==> config.mk <==
export PLATFORM = sky130hd
export DESIGN_NAME = fetch_unit
export DESIGN_NICKNAME = d
export VERILOG_FILES = /design/src/rtl/fetch_unit.sv
export SDC_FILE = /design/constraint.sdc
export NUM_CORES = 1
export LEC_CHECK = 0
export ABC_AREA = 1
export ABC_CLOCK_PERIOD_IN_PS = 2500
export CORE_MARGIN = 2
export CORE_UTILIZATION = 35
export DETAILED_ROUTE_END_ITERATION = 12
export MAX_ROUTING_LAYER = met4
export PLACE_DENSITY = 0.69
export SLEW_MARGIN = 10
export SYNTH_ARGS = -nofsm -noshare
export SYNTH_HDL_FRONTEND = slang
export SYNTH_SLANG_ARGS = --single-unit
==> constraint.sdc <==
create_clock -name clk -period 2.5 [get_ports clk]
set_clock_uncertainty 0.05 [all_clocks]
set_input_delay 0.375 -clock clk [delete_from_list [all_inputs] [get_ports clk]]
set_output_delay 0.375 -clock clk [all_outputs]
set_load 0.02 [all_outputs]
==> src/rtl/fetch_unit.sv <==
// Fetch stage: issues one instruction-memory read per PC, captures the word and
// drives the IF/ID register plus the stall back to the fetch PC register.
module fetch_unit #(
    parameter logic [31:0] RESET_PC = 32'h00400020
) (
    input  logic        clk,
    input  logic        rst_n,
    input  logic [31:0] pc_f,
    input  logic        stall_d,
    input  logic        flush_d,
    output logic        imem_req,
    output logic [31:0] imem_addr,
    input  logic        imem_ack,
    input  logic [31:0] imem_rdata,
    output logic        stall_f,
    output logic [31:0] instr_d,
    output logic [31:0] pc_plus4_d,
    output logic        valid_d
);

    typedef enum logic [1:0] {
        ST_ISSUE = 2'd0,
        ST_WAIT  = 2'd1,
        ST_HOLD  = 2'd2
    } state_t;

    state_t      state_r;
    state_t      state_next_s;
    logic [31:0] addr_r;
    logic [31:0] addr_next_s;
    logic        drop_r;
    logic        drop_next_s;
    logic [31:0] hold_r;
    logic [31:0] hold_next_s;
    logic        deliver_s;
    logic [31:0] deliver_data_s;
    logic        stall_f_s;

    // Control state, captured address, drop flag and held instruction word
    always_ff @(posedge clk or negedge rst_n) begin
        if (!rst_n) begin
            state_r <= ST_ISSUE;
            addr_r  <= RESET_PC;
            drop_r  <= 1'b0;
            hold_r  <= 32'h0000_0000;
        end else begin
            state_r <= state_next_s;
            addr_r  <= addr_next_s;
            drop_r  <= drop_next_s;
            hold_r  <= hold_next_s;
        end
    end

    // Next-state, delivery and PC-stall decode
    always_comb begin
        state_next_s   = state_r;
        addr_next_s    = addr_r;
        drop_next_s    = drop_r;
        hold_next_s    = hold_r;
        deliver_s      = 1'b0;
        deliver_data_s = imem_rdata;
        stall_f_s      = 1'b1;
        case (state_r)
            ST_ISSUE: begin
                // A redirect here lets the PC load the target before any request is latched
                if (flush_d) begin
                    stall_f_s = 1'b0;
                end else begin
                    addr_next_s  = pc_f;
                    state_next_s = ST_WAIT;
                end
            end
            ST_WAIT: begin
                if (imem_ack) begin
                    if (drop_r) begin
                        drop_next_s  = 1'b0;
                        state_next_s = ST_ISSUE;
                    end else if (flush_d) begin
                        stall_f_s    = 1'b0;
                        state_next_s = ST_ISSUE;
                    end else if (stall_d) begin
                        hold_next_s  = imem_rdata;
                        state_next_s = ST_HOLD;
                    end else begin
                        deliver_s    = 1'b1;
                        stall_f_s    = 1'b0;
                        state_next_s = ST_ISSUE;
                    end
                end else if (flush_d) begin
                    drop_next_s = 1'b1;
                    stall_f_s   = 1'b0;
                end else begin
                    stall_f_s = 1'b1;
                end
            end
            ST_HOLD: begin
                deliver_data_s = hold_r;
                if (flush_d) begin
                    stall_f_s    = 1'b0;
                    state_next_s = ST_ISSUE;
                end else if (!stall_d) begin
                    deliver_s    = 1'b1;
                    stall_f_s    = 1'b0;
                    state_next_s = ST_ISSUE;
                end else begin
                    stall_f_s = 1'b1;
                end
            end
            default: begin
                state_next_s = ST_ISSUE;
            end
        endcase
    end

    // IF/ID pipeline register: flush beats stall, stall beats delivery
    always_ff @(posedge clk or negedge rst_n) begin
        if (!rst_n) begin
            instr_d    <= 32'h0000_0000;
            pc_plus4_d <= 32'h0000_0000;
            valid_d    <= 1'b0;
        end else if (flush_d) begin
            valid_d <= 1'b0;
        end else if (stall_d) begin
            valid_d <= valid_d;
        end else if (deliver_s) begin
            instr_d    <= deliver_data_s;
            pc_plus4_d <= addr_r + 32'd4;
            valid_d    <= 1'b1;
        end else begin
            valid_d <= 1'b0;
        end
    end

    assign imem_req  = rst_n && (state_r != ST_HOLD);
    assign imem_addr = (state_r == ST_ISSUE) ? pc_f : addr_r;
    assign stall_f   = (!rst_n) ? 1'b1 : stall_f_s;

endmodule

==> impl_results.md, run 1 <==
* Largest cells by area after synthesis: dfrtp_1 50%, nand2_1 21%, o21ai_0 11%, inv_1 4.6%, nand3_1 2.9%
* Maximum net fanout on the critical path at 14
* Leakage power at 4.29 nW
* Worst slew slack as a fraction of its limit at 51.2%
* Synth Cell Area at 0.00649 mm2
* Category of the most critical setup path: reg -> out
* Estimated wirelength of the detail-placed design at 12.2 mm
* Number of nets with antenna violations after detailed routing at 0
* Number of max-cap violations at 0
* Top cell type by total area after synthesis: dfrtp_1
* Final hold vios at 0
* Number of setup violations in the final report at 0
* Number of fillers in the final layout at 1778
* Run status: completed
* Flip-flop and latch count after synthesis at 132
* Final worst setup slack at 0.121 ns
* Area growth from synthesis to layout at 38.5%
* Cell-by-cell listing of the critical path: inv_1, ha_2, inv_2, nor2_4, nor3_1, nand3_1, dlygate4sd2_1
* Wire length of the first global-routing pass at 28.5 mm
* Internal portion of total power at 0.00687 W
* Vias in the first global route at 5632
* Area share of the largest cell type after synthesis at 50.1%
* Peak per-stage delay on the critical path at 0.37 ns
* Unrepaired setup endpoints after global routing: no
* Fraction of layout instances using a drive strength above 1 at 5.66%
* Post-synthesis instance total at 871
* Final worst-path cycle share at 95.1%
* Kind of cell adding the most delay to the critical path: buffers and inverters
* Via count at 5954
* Logic pwr share at 43.3%
* Post-synthesis sequential area ratio at 50.9%
* Ratio of routed vias to standard cells at 4.68
* Syn Nets at 946
* Floorplan row count at 49
* CTS hold repair buffers at 0
* Clock network fraction of design power at 22.7%
* Number of violations reported at the end of detailed-routing iteration 0 at 388
* Clock tree root driver cell: clkbuf_16
* Routability cong. at 0.912
* X dimension of the die at 140 um
* Kind of start point of the critical path: register
* Shortest clock period the worst path allows after layout at 2.38 ns
* Wire length after detailed routing at 17.5 mm
* Starting Density at 35.9%
* Number of cells upsized or downsized after cts at 33
* Mean cell area of the mapped netlist at 7.45 um2
* Floorplan die area at 0.0197 mm2
* Area of the core region at 0.0181 mm2
* Post-CTS Setup Bufs at 0
* Switching power summed over all nets at 0.00454 W
* Cell variety after synth at 24
* Worst supply voltage drop on vdd at 0.668 mV
* Number of clock sinks seen by CTS at 132
* Inserted Clock Buffers at 17
* Antenna cells at 0
* TritonRoute pass-1 iters at 5
* Count of pins on the block boundary at 168
* Count of synthesis-stage warnings from yosys at 0
* Highest Clock Rate at 420 MHz
* Number of remaining DRC errors at 0
* CP Capture Type: output port
* Pwr dens at 1270 mW/mm2
* Net switching share of the total power at 39.8%
* Total of buffers placed on input and output ports at 167
* Post-placement worst setup slack at 0.117 ns
* Clock tree from TritonCTS: yes
* Required time at the endpoint of the critical path at 2.08 ns
* Final Slew Violations at 0
* Actual slew at the worst max-slew pin at 0.731 ns
* Data arrival at the endpoint of the critical path at 1.95 ns
* Number of antenna violations at the first check in global routing at 0
* CTS Buffer Depth at 2
* Post-DR wirelength/cell at 13.8 um
* H-tree depth reported by CTS at 4
* Final net count at 1104
* Portion of total power attributed to sequential cells at 34.0%
* Y dimension of the die at 140 um
* Overall track demand over capacity in global routing at 18.6%
* Clock transition time at the flip-flop clock pins of the worst setup and hold paths at 0.05 ns
* Grt ovf at 0
* Kind of path behind the tightest hold check: in -> async
* Cell at the slowest stage of the critical path: dfrtp_1
* Largest net degree at the start of global routing at 133
* Number of buffer and inverter instances along the worst setup path at 3
* Total negative slack at 0 ns
* Clock latency of the later-clocked register in the worst-skew pair at 0.41 ns
==> flip-flops by register name (all words and copies together) (netlist names) <==
register    count
drop_r          1
hold_r         32
instr_d        32
pc_plus4_d     32
state_r         2
valid_d         1
addr_r         32
==> cell usage in the layout, fill, tap and decap left out, drive strengths merged <==
cell type,count
o221ai,1
o21ai,151
dfstp,2
a21oi,1
clkinvlp,1
clkbuf,24
xnor2,2
bufinv,3
clkdlybuf4s50,133
o211ai,1
dfrtp,130
xor2,4
inv,84
dlygate4sd2,32
nor2,44
nand2,366
ha,6
nor3,1
buf,12
clkdlybuf4s15,1
clkinv,3
and2,2
nand3,38
==> power groups by stage <==
| stage | logic, W | registers (W) | clock network [W] |
|---|---|---|---|
| global placement | 0.00516 | 0.00387 | 0 |
| global route | 0.00545 | 0.00401 | 0.00273 |
| detailed placement | 0.00524 | 0.00388 | 0 |
| floorplan | 0.00227 | 0.00434 | 0 |
| finish | 0.00494 | 0.00388 | 0.00259 |
| CTS | 0.00501 | 0.00388 | 0.00263 |
==> layer usage <==
| metal | wire (um) | global-route usage (%) |
|---|---|---|
| met4 | 239 | 5.58 |
| met1 | 8120 | 24.6 |
| met5 | 0 | - |
| met3 | 1300 | 4.75 |
| met2 | 7870 | 28.4 |
==> synth_stat cells <==
master and instances:
dfstp_2 2, nor2_1 36, o21ai_2 1, nand2_2 2, xor2_1 4, o21ai_0 145, ha_1 6, dfrtp_1 130
o211ai_1 1, nand3_1 38, inv_2 3, nor3_1 1, nor2_4 3, buf_2 20, buf_4 2, clkbuf_1 17
o21ai_1 5, nor2_2 5, inv_1 80, a21oi_1 1, xnor2_1 2, and2_1 2, nand2_1 364, o221ai_1 1
==> through the flow <==
step	power, W	instances	utilization, %	cell area (um2)	hold WS, ns
floorplan	0.00661	871	-	6490	0.0294
global placement	0.00904	1239	46.5	8420	0.414
detailed placement	0.00912	1239	46.5	8420	0.414
CTS	0.0115	1271	49.7	8990	0.0817
global route	0.0122	1271	49.7	8990	0.106
finish	0.0114	1271	49.7	8990	0.0445
==> worst paths after layout <==
kind                            depth (start not counted)                   endpoint  slack [ns]                   start
worst max-delay path                                    7                    stall_f        0.12  state_r[0]$_DFFE_PN0P_
worst min-delay path                                    2  pc_plus4_d[8]$_DFFE_PN0P_        0.04                   rst_n
worst max register to register                          8    instr_d[10]$_DFFE_PN0P_        0.35  state_r[0]$_DFFE_PN0P_
worst min register to register                          2     instr_d[9]$_DFFE_PN0P_        0.43  instr_d[9]$_DFFE_PN0P_
max in group asynchronous                               2     hold_r[13]$_DFFE_PN0P_        1.81                   rst_n
min in group clk                                        2     instr_d[9]$_DFFE_PN0P_        0.43  instr_d[9]$_DFFE_PN0P_
==> cells by family after synthesis <==
group | share of synthesized area (%)
and+or+nand+nor | 27.5
AOI/OAI and AO/OA | 12.0
buffers and inverters | 7.56
xor gates and xnor gates | 0.810
adders and majority gates | 1.16
DFF | 50.9
==> cell type report <==
class	instances	area (um2)	area share, %
clock inverters	8	121	1.35
repair buffers	178	1770	19.6
well taps	229	287	3.19
clock buffers	24	492	5.47
multi-input cells	617	2710	30.1
flip-flops and latches	132	3310	36.8
inverters	83	312	3.47
(Power assumes the default switching activity.)
==> run 2: changes to the inputs <==
--- a/config.mk
+++ b/config.mk
@@ -6,12 +6,12 @@
 export NUM_CORES = 1
 export LEC_CHECK = 0
 export ABC_AREA = 1
-export ABC_CLOCK_PERIOD_IN_PS = 2500
 export CORE_MARGIN = 2
 export CORE_UTILIZATION = 35
 export DETAILED_ROUTE_END_ITERATION = 12
 export MAX_ROUTING_LAYER = met4
 export PLACE_DENSITY = 0.69
+export SKIP_CTS_REPAIR_TIMING = 1
 export SLEW_MARGIN = 10
 export SYNTH_ARGS = -nofsm -noshare
 export SYNTH_HDL_FRONTEND = slang
==> impl_results.md, run 2 (synthesis gave the netlist of run 1 again) <==
* Floorplan die area at 0.0197 mm2
* Clock tree root driver cell: clkbuf_16
* Starting Density at 35.9%
* Kind of start point of the critical path: register
* Inserted Clock Buffers at 17
* Clock tree from TritonCTS: yes
* Internal portion of total power at 0.00704 W
* Final hold slack at 0.0426 ns
* Ratio of routed vias to standard cells at 4.66
* Floorplan row count at 49
* Final net count at 1104
* Total of buffers placed on input and output ports at 167
* Pwr dens at 1270 mW/mm2
* Antenna cells at 0
* Number of cells after detailed placement at 1239
* X dimension of the die at 140 um
* Data arrival at the endpoint of the critical path at 1.88 ns
* Post-DR wirelength/cell at 13.9 um
* Overall track demand over capacity in global routing at 18.6%
* Highest Clock Rate at 434 MHz
* Net switching share of the total power at 39.2%
* Worst slew slack as a fraction of its limit at 51.4%
* Leakage power at 4.59 nW
* Unrepaired setup endpoints after global routing: no
* Clock transition time at the flip-flop clock pins of the worst setup and hold paths at 0.06 ns
* Actual slew at the worst max-slew pin at 0.729 ns
* Area growth from synthesis to layout at 40.4%
* Largest net degree at the start of global routing at 133
* Number of clock sinks seen by CTS at 132
* Final worst-path cycle share at 92.2%
* Switching power summed over all nets at 0.00454 W
* Peak per-stage delay on the critical path at 0.66 ns
* Fraction of layout instances using a drive strength above 1 at 5.66%
* Grt ovf at 0
* Number of nets with antenna violations after detailed routing at 0
* Estimated wirelength of the detail-placed design at 12.2 mm
* Placed Area at 0.00842 mm2
* Count of pins on the block boundary at 168
* CP Capture Type: output port
* Y dimension of the die at 140 um
* Vias in the first global route at 5629
* Run status: completed
* Maximum net fanout on the critical path at 4
* Clock latency of the later-clocked register in the worst-skew pair at 0.41 ns
* H-tree depth reported by CTS at 4
* Clock network fraction of design power at 22.3%
* Portion of total power attributed to sequential cells at 33.4%
* Wire length of the first global-routing pass at 28.5 mm
* CTS Buffer Depth at 2
* Most frequent standard cell in the layout excluding fill and tap cells: nand2_1
* Kind of path behind the tightest hold check: in -> async
* Routability cong. at 0.912
* Worst supply voltage drop on vdd at 0.668 mV
* Cell at the slowest stage of the critical path: clkdlybuf4s50_1
* Number of remaining DRC errors at 0
* Number of setup violations in the final report at 0
* Number of violations reported at the end of detailed-routing iteration 0 at 408
* Shortest clock period the worst path allows after layout at 2.30 ns
* Wire length after detailed routing at 17.6 mm
* Required time at the endpoint of the critical path at 2.08 ns
* Via count at 5923
* Overall power of the completed layout at 0.0116 W
* Area of the core region at 0.0181 mm2
* Most frequent cells in the layout: 364 x nand2_1, 145 x o21ai_0, 133 x clkdlybuf4s50_1
* Number of non-filler instances in the completed layout at 1271
* TritonRoute pass-1 iters at 7
* Logic pwr share at 44.2%
* Number of antenna violations at the first check in global routing at 0
* Cell-by-cell listing of the critical path: inv_1, ha_2, nor2_1, clkdlybuf4s50_1
* Number of max-cap violations at 0
* Final Slew Violations at 0
* Final Instance Area at 0.00911 mm2
* Category of the most critical setup path: reg -> out
* Final hold vios at 0
[run 2: cell types whose count changed in the layout (fill, tap and decap cells not counted)]
cell,before,now
clkdlybuf4s15_1,1,0
dlygate4sd2_1,32,0
dlymetal6s2s_1,0,33
[run 2: cell type report]
cell class                      instances  area [um2]
Clock inverter                          8         121
Clock buffer                           24         492
Inverter                               83         312
Timing Repair Buffer                  178        1890
Fill cell                            1762        8970
Sequential cell                       132        3310
Multi-Input combinational cell        617        2710
Tap cell                              229         287
[run 2: path summary, 6_finish.rpt]
kind	start	to	slack, ns	depth (start not counted)
worst min-delay path	rst_n	pc_plus4_d[8]$_DFFE_PN0P_	0.04	2
max in group asynchronous	rst_n	hold_r[13]$_DFFE_PN0P_	1.81	2
worst min register to register	instr_d[9]$_DFFE_PN0P_	instr_d[9]$_DFFE_PN0P_	0.43	2
min in group clk	instr_d[9]$_DFFE_PN0P_	instr_d[9]$_DFFE_PN0P_	0.43	2
worst max-delay path	state_r[0]$_DFFE_PN0P_	imem_req	0.20	4
worst max register to register	state_r[0]$_DFFE_PN0P_	instr_d[10]$_DFFE_PN0P_	0.34	8
[run 2: worst max-delay path, delay by kind of cell, from the launching register on]
| family | cells | cell delay [ns] |
|---|---|---|
| and+or+nand+nor | 1 | 0.13 |
| buffers and inverters | 2 | 0.76 |
| DFF | 1 | 0.37 |
| adders and majority gates | 1 | 0.21 |
[run 2: power groups by stage]
stage                     combinational [W]  sequential [W]  clock, W
final                               0.00512         0.00387   0.00259
after global routing                0.00562         0.00401   0.00273
after CTS                           0.00527         0.00388   0.00263
after detailed placement            0.00524         0.00388         0
after global placement              0.00516         0.00387         0
after floorplan                     0.00227         0.00434         0
[run 2: metal layers]
layer | vias to the layer above | global-route usage [%] | routed length, um
met5 | - | - | 0
met4 | 0 | 5.58 | 240
met3 | 25 | 4.75 | 1250
met2 | 194 | 28.3 | 7910
met1 | 2661 | 24.6 | 8240
li1 | 3043 | - | -
[run 2: through the flow]
| stage | setup slack (ns) | util, % | setup TNS, ns |
|---|---|---|---|
| global route | 0.0990 | 50.4 | 0 |
| global placement | 0.143 | 46.5 | 0 |
| CTS | -0.149 | 49.9 | -3.81 |
| detailed placement | 0.117 | 46.5 | 0 |
| floorplan | 0.544 | - | 0 |
| finish | 0.195 | 50.4 | 0 |
==> run 3: changes to the inputs <==
--- a/config.mk
+++ b/config.mk
@@ -7,10 +7,10 @@
 export LEC_CHECK = 0
 export ABC_AREA = 1
 export CORE_MARGIN = 2
-export CORE_UTILIZATION = 35
+export CORE_UTILIZATION = 28
 export DETAILED_ROUTE_END_ITERATION = 12
 export MAX_ROUTING_LAYER = met4
-export PLACE_DENSITY = 0.69
+export PLACE_DENSITY = 0.59
 export SKIP_CTS_REPAIR_TIMING = 1
 export SLEW_MARGIN = 10
 export SYNTH_ARGS = -nofsm -noshare
==> impl_results.md, run 3 (synthesis gave the netlist of run 1 again) <==
* Internal portion of total power at 0.00665 W
* Portion of total power attributed to sequential cells at 34.1%
* Total negative slack at 0 ns
* Wire length after detailed routing at 18.7 mm
* H-tree depth reported by CTS at 4
* Ratio of routed vias to standard cells at 4.50
* Fraction of layout instances using a drive strength above 1 at 5.96%
* Utilization after layout at 40.0%
* Kind of start point of the critical path: register
* Final hold vios at 9
* Pwr dens at 1250 mW/mm2
* Routability cong. at 0.848
* Unrepaired setup endpoints after global routing: no
* Post-DR wirelength/cell at 14.1 um
* Number of violations reported at the end of detailed-routing iteration 0 at 342
* Overall track demand over capacity in global routing at 16.1%
* Category of the most critical setup path: reg -> out
* Actual slew at the worst max-slew pin at 0.815 ns
* Net switching share of the total power at 41.4%
* Number of cell instances on the worst register-to-register path at 8
* Final net count at 1103
* Violations in the final reports: negative hold slack
* Floorplan row count at 55
* Count of pins on the block boundary at 168
* Largest net degree at the start of global routing at 133
* Inserted Clock Buffers at 17
* Area of the core region at 0.0227 mm2
* Clock network fraction of design power at 20.6%
* Switching power summed over all nets at 0.00469 W
* Number of remaining DRC errors at 0
* Worst slew slack as a fraction of its limit at 45.7%
* Clock tree from TritonCTS: yes
* Starting Density at 28.6%
* Number of fillers in the final layout at 2334
* Grt ovf at 0
* Final Slew Violations at 0
* Y dimension of the die at 156 um
* Final worst-path cycle share at 93.3%
* Leakage power at 4.52 nW
* CTS Buffer Depth at 2
* Number of clock sinks seen by CTS at 132
* Clock transition time at the flip-flop clock pins of the worst setup and hold paths at 0.06 ns
* Run status: complete, but fails checks
* CP Capture Type: output port
* Data arrival at the endpoint of the critical path at 1.91 ns
* Area growth from synthesis to layout at 40.0%
* Clock latency of the later-clocked register in the worst-skew pair at 0.42 ns
* Clock tree root driver cell: clkbuf_16
* Final worst setup slack at 0.168 ns
* Worst supply voltage drop on vdd at 0.581 mV
* Most frequent standard cell in the layout excluding fill and tap cells: nand2_1
* Maximum net fanout on the critical path at 4
* Number of nets with antenna violations after detailed routing at 0
* Kind of path behind the tightest hold check: in -> async
* Wire length of the first global-routing pass at 29.9 mm
* Number of antenna violations at the first check in global routing at 0
* X dimension of the die at 156 um
* Total of buffers placed on input and output ports at 167
* Highest Clock Rate at 429 MHz
* Overall power of the completed layout at 0.0113 W
* Antenna cells at 0
* Post-placement worst setup slack at 0.129 ns
* Logic pwr share at 45.3%
* Number of max-cap violations at 0
* Floorplan die area at 0.0244 mm2
* Shortest clock period the worst path allows after layout at 2.33 ns
* Via count at 5968
* Vias in the first global route at 5621
* Most frequent cells in the layout: 364 x nand2_1, 145 x o21ai_0, 133 x clkdlybuf4s50_1
* TritonRoute pass-1 iters at 4
* Required time at the endpoint of the critical path at 2.08 ns
* Estimated wirelength of the detail-placed design at 13.0 mm
* Number of setup violations in the final report at 0
* Final hold slack at -0.0301 ns
run 3: cell types whose count changed in the layout (fill, tap and decap cells not counted), moves of 3 or more:
cell | before | now
clkbuf_1 | 3 | 0
bufinv_16 | 3 | 0
inv_6 | 1 | 4
clkinv_4 | 0 | 3
clkbuf_8 | 4 | 1
run 3: critical path: stages (launching register included):
cell             delay [ns]
dfrtp_1                0.37
inv_1                  0.10
ha_2                   0.23
nor2_1                 0.12
clkdlybuf4s50_1        0.66
run 3: per-layer routing:
metal / track usage [%] / vias up / part of all wire [%]
met5: - / - / 0
met4: 4.81 / 0 / 1.6
met3: 4.43 / 21 / 6.4
met2: 24.8 / 150 / 46
met1: 20.9 / 2752 / 46
li1: - / 3045 / -
run 3: through the flow:
stage | std cells | area [um2]
2_1_floorplan | 871 | 6490
3_3_place_gp | 1294 | 8480
3_5_place_dp | 1294 | 8480
4_1_cts | 1326 | 9020
5_1_grt | 1326 | 9090
6_report | 1326 | 9090
run 3: final timing paths:
check                                       startpoint                   endpoint  slack [ns]
worst min-delay path                             rst_n  pc_plus4_d[9]$_DFFE_PN0P_       -0.03
worst min register to register  instr_d[1]$_DFFE_PN0P_     instr_d[1]$_DFFE_PN0P_        0.43
max in group asynchronous                        rst_n     addr_r[28]$_DFFE_PN0P_        1.76
min in group clk                instr_d[1]$_DFFE_PN0P_     instr_d[1]$_DFFE_PN0P_        0.43
worst max-delay path            state_r[0]$_DFFE_PN0P_                   imem_req        0.17
worst max register to register  state_r[0]$_DFFE_PN0P_      addr_r[3]$_DFFE_PN0P_        0.41
run 3: layout make-up:
cell class | instances | area [um2] | area share, %
well taps | 285 | 357 | 3.92
inverters | 83 | 314 | 3.45
repair buffers | 177 | 1870 | 20.5
clock buffers | 18 | 439 | 4.83
multi-input cells | 617 | 2710 | 29.8
flip-flops and latches | 132 | 3310 | 36.4
clock inverters | 14 | 104 | 1.14
run 3: power groups by stage:
stage,registers (W),clock network (W),logic (W)
after global routing,0.00401,0.00249,0.00567
after CTS,0.00387,0.00240,0.00530
after detailed placement,0.00389,0,0.00527
final,0.00387,0.00233,0.00513
after floorplan,0.00434,0,0.00227
after global placement,0.00388,0,0.00522
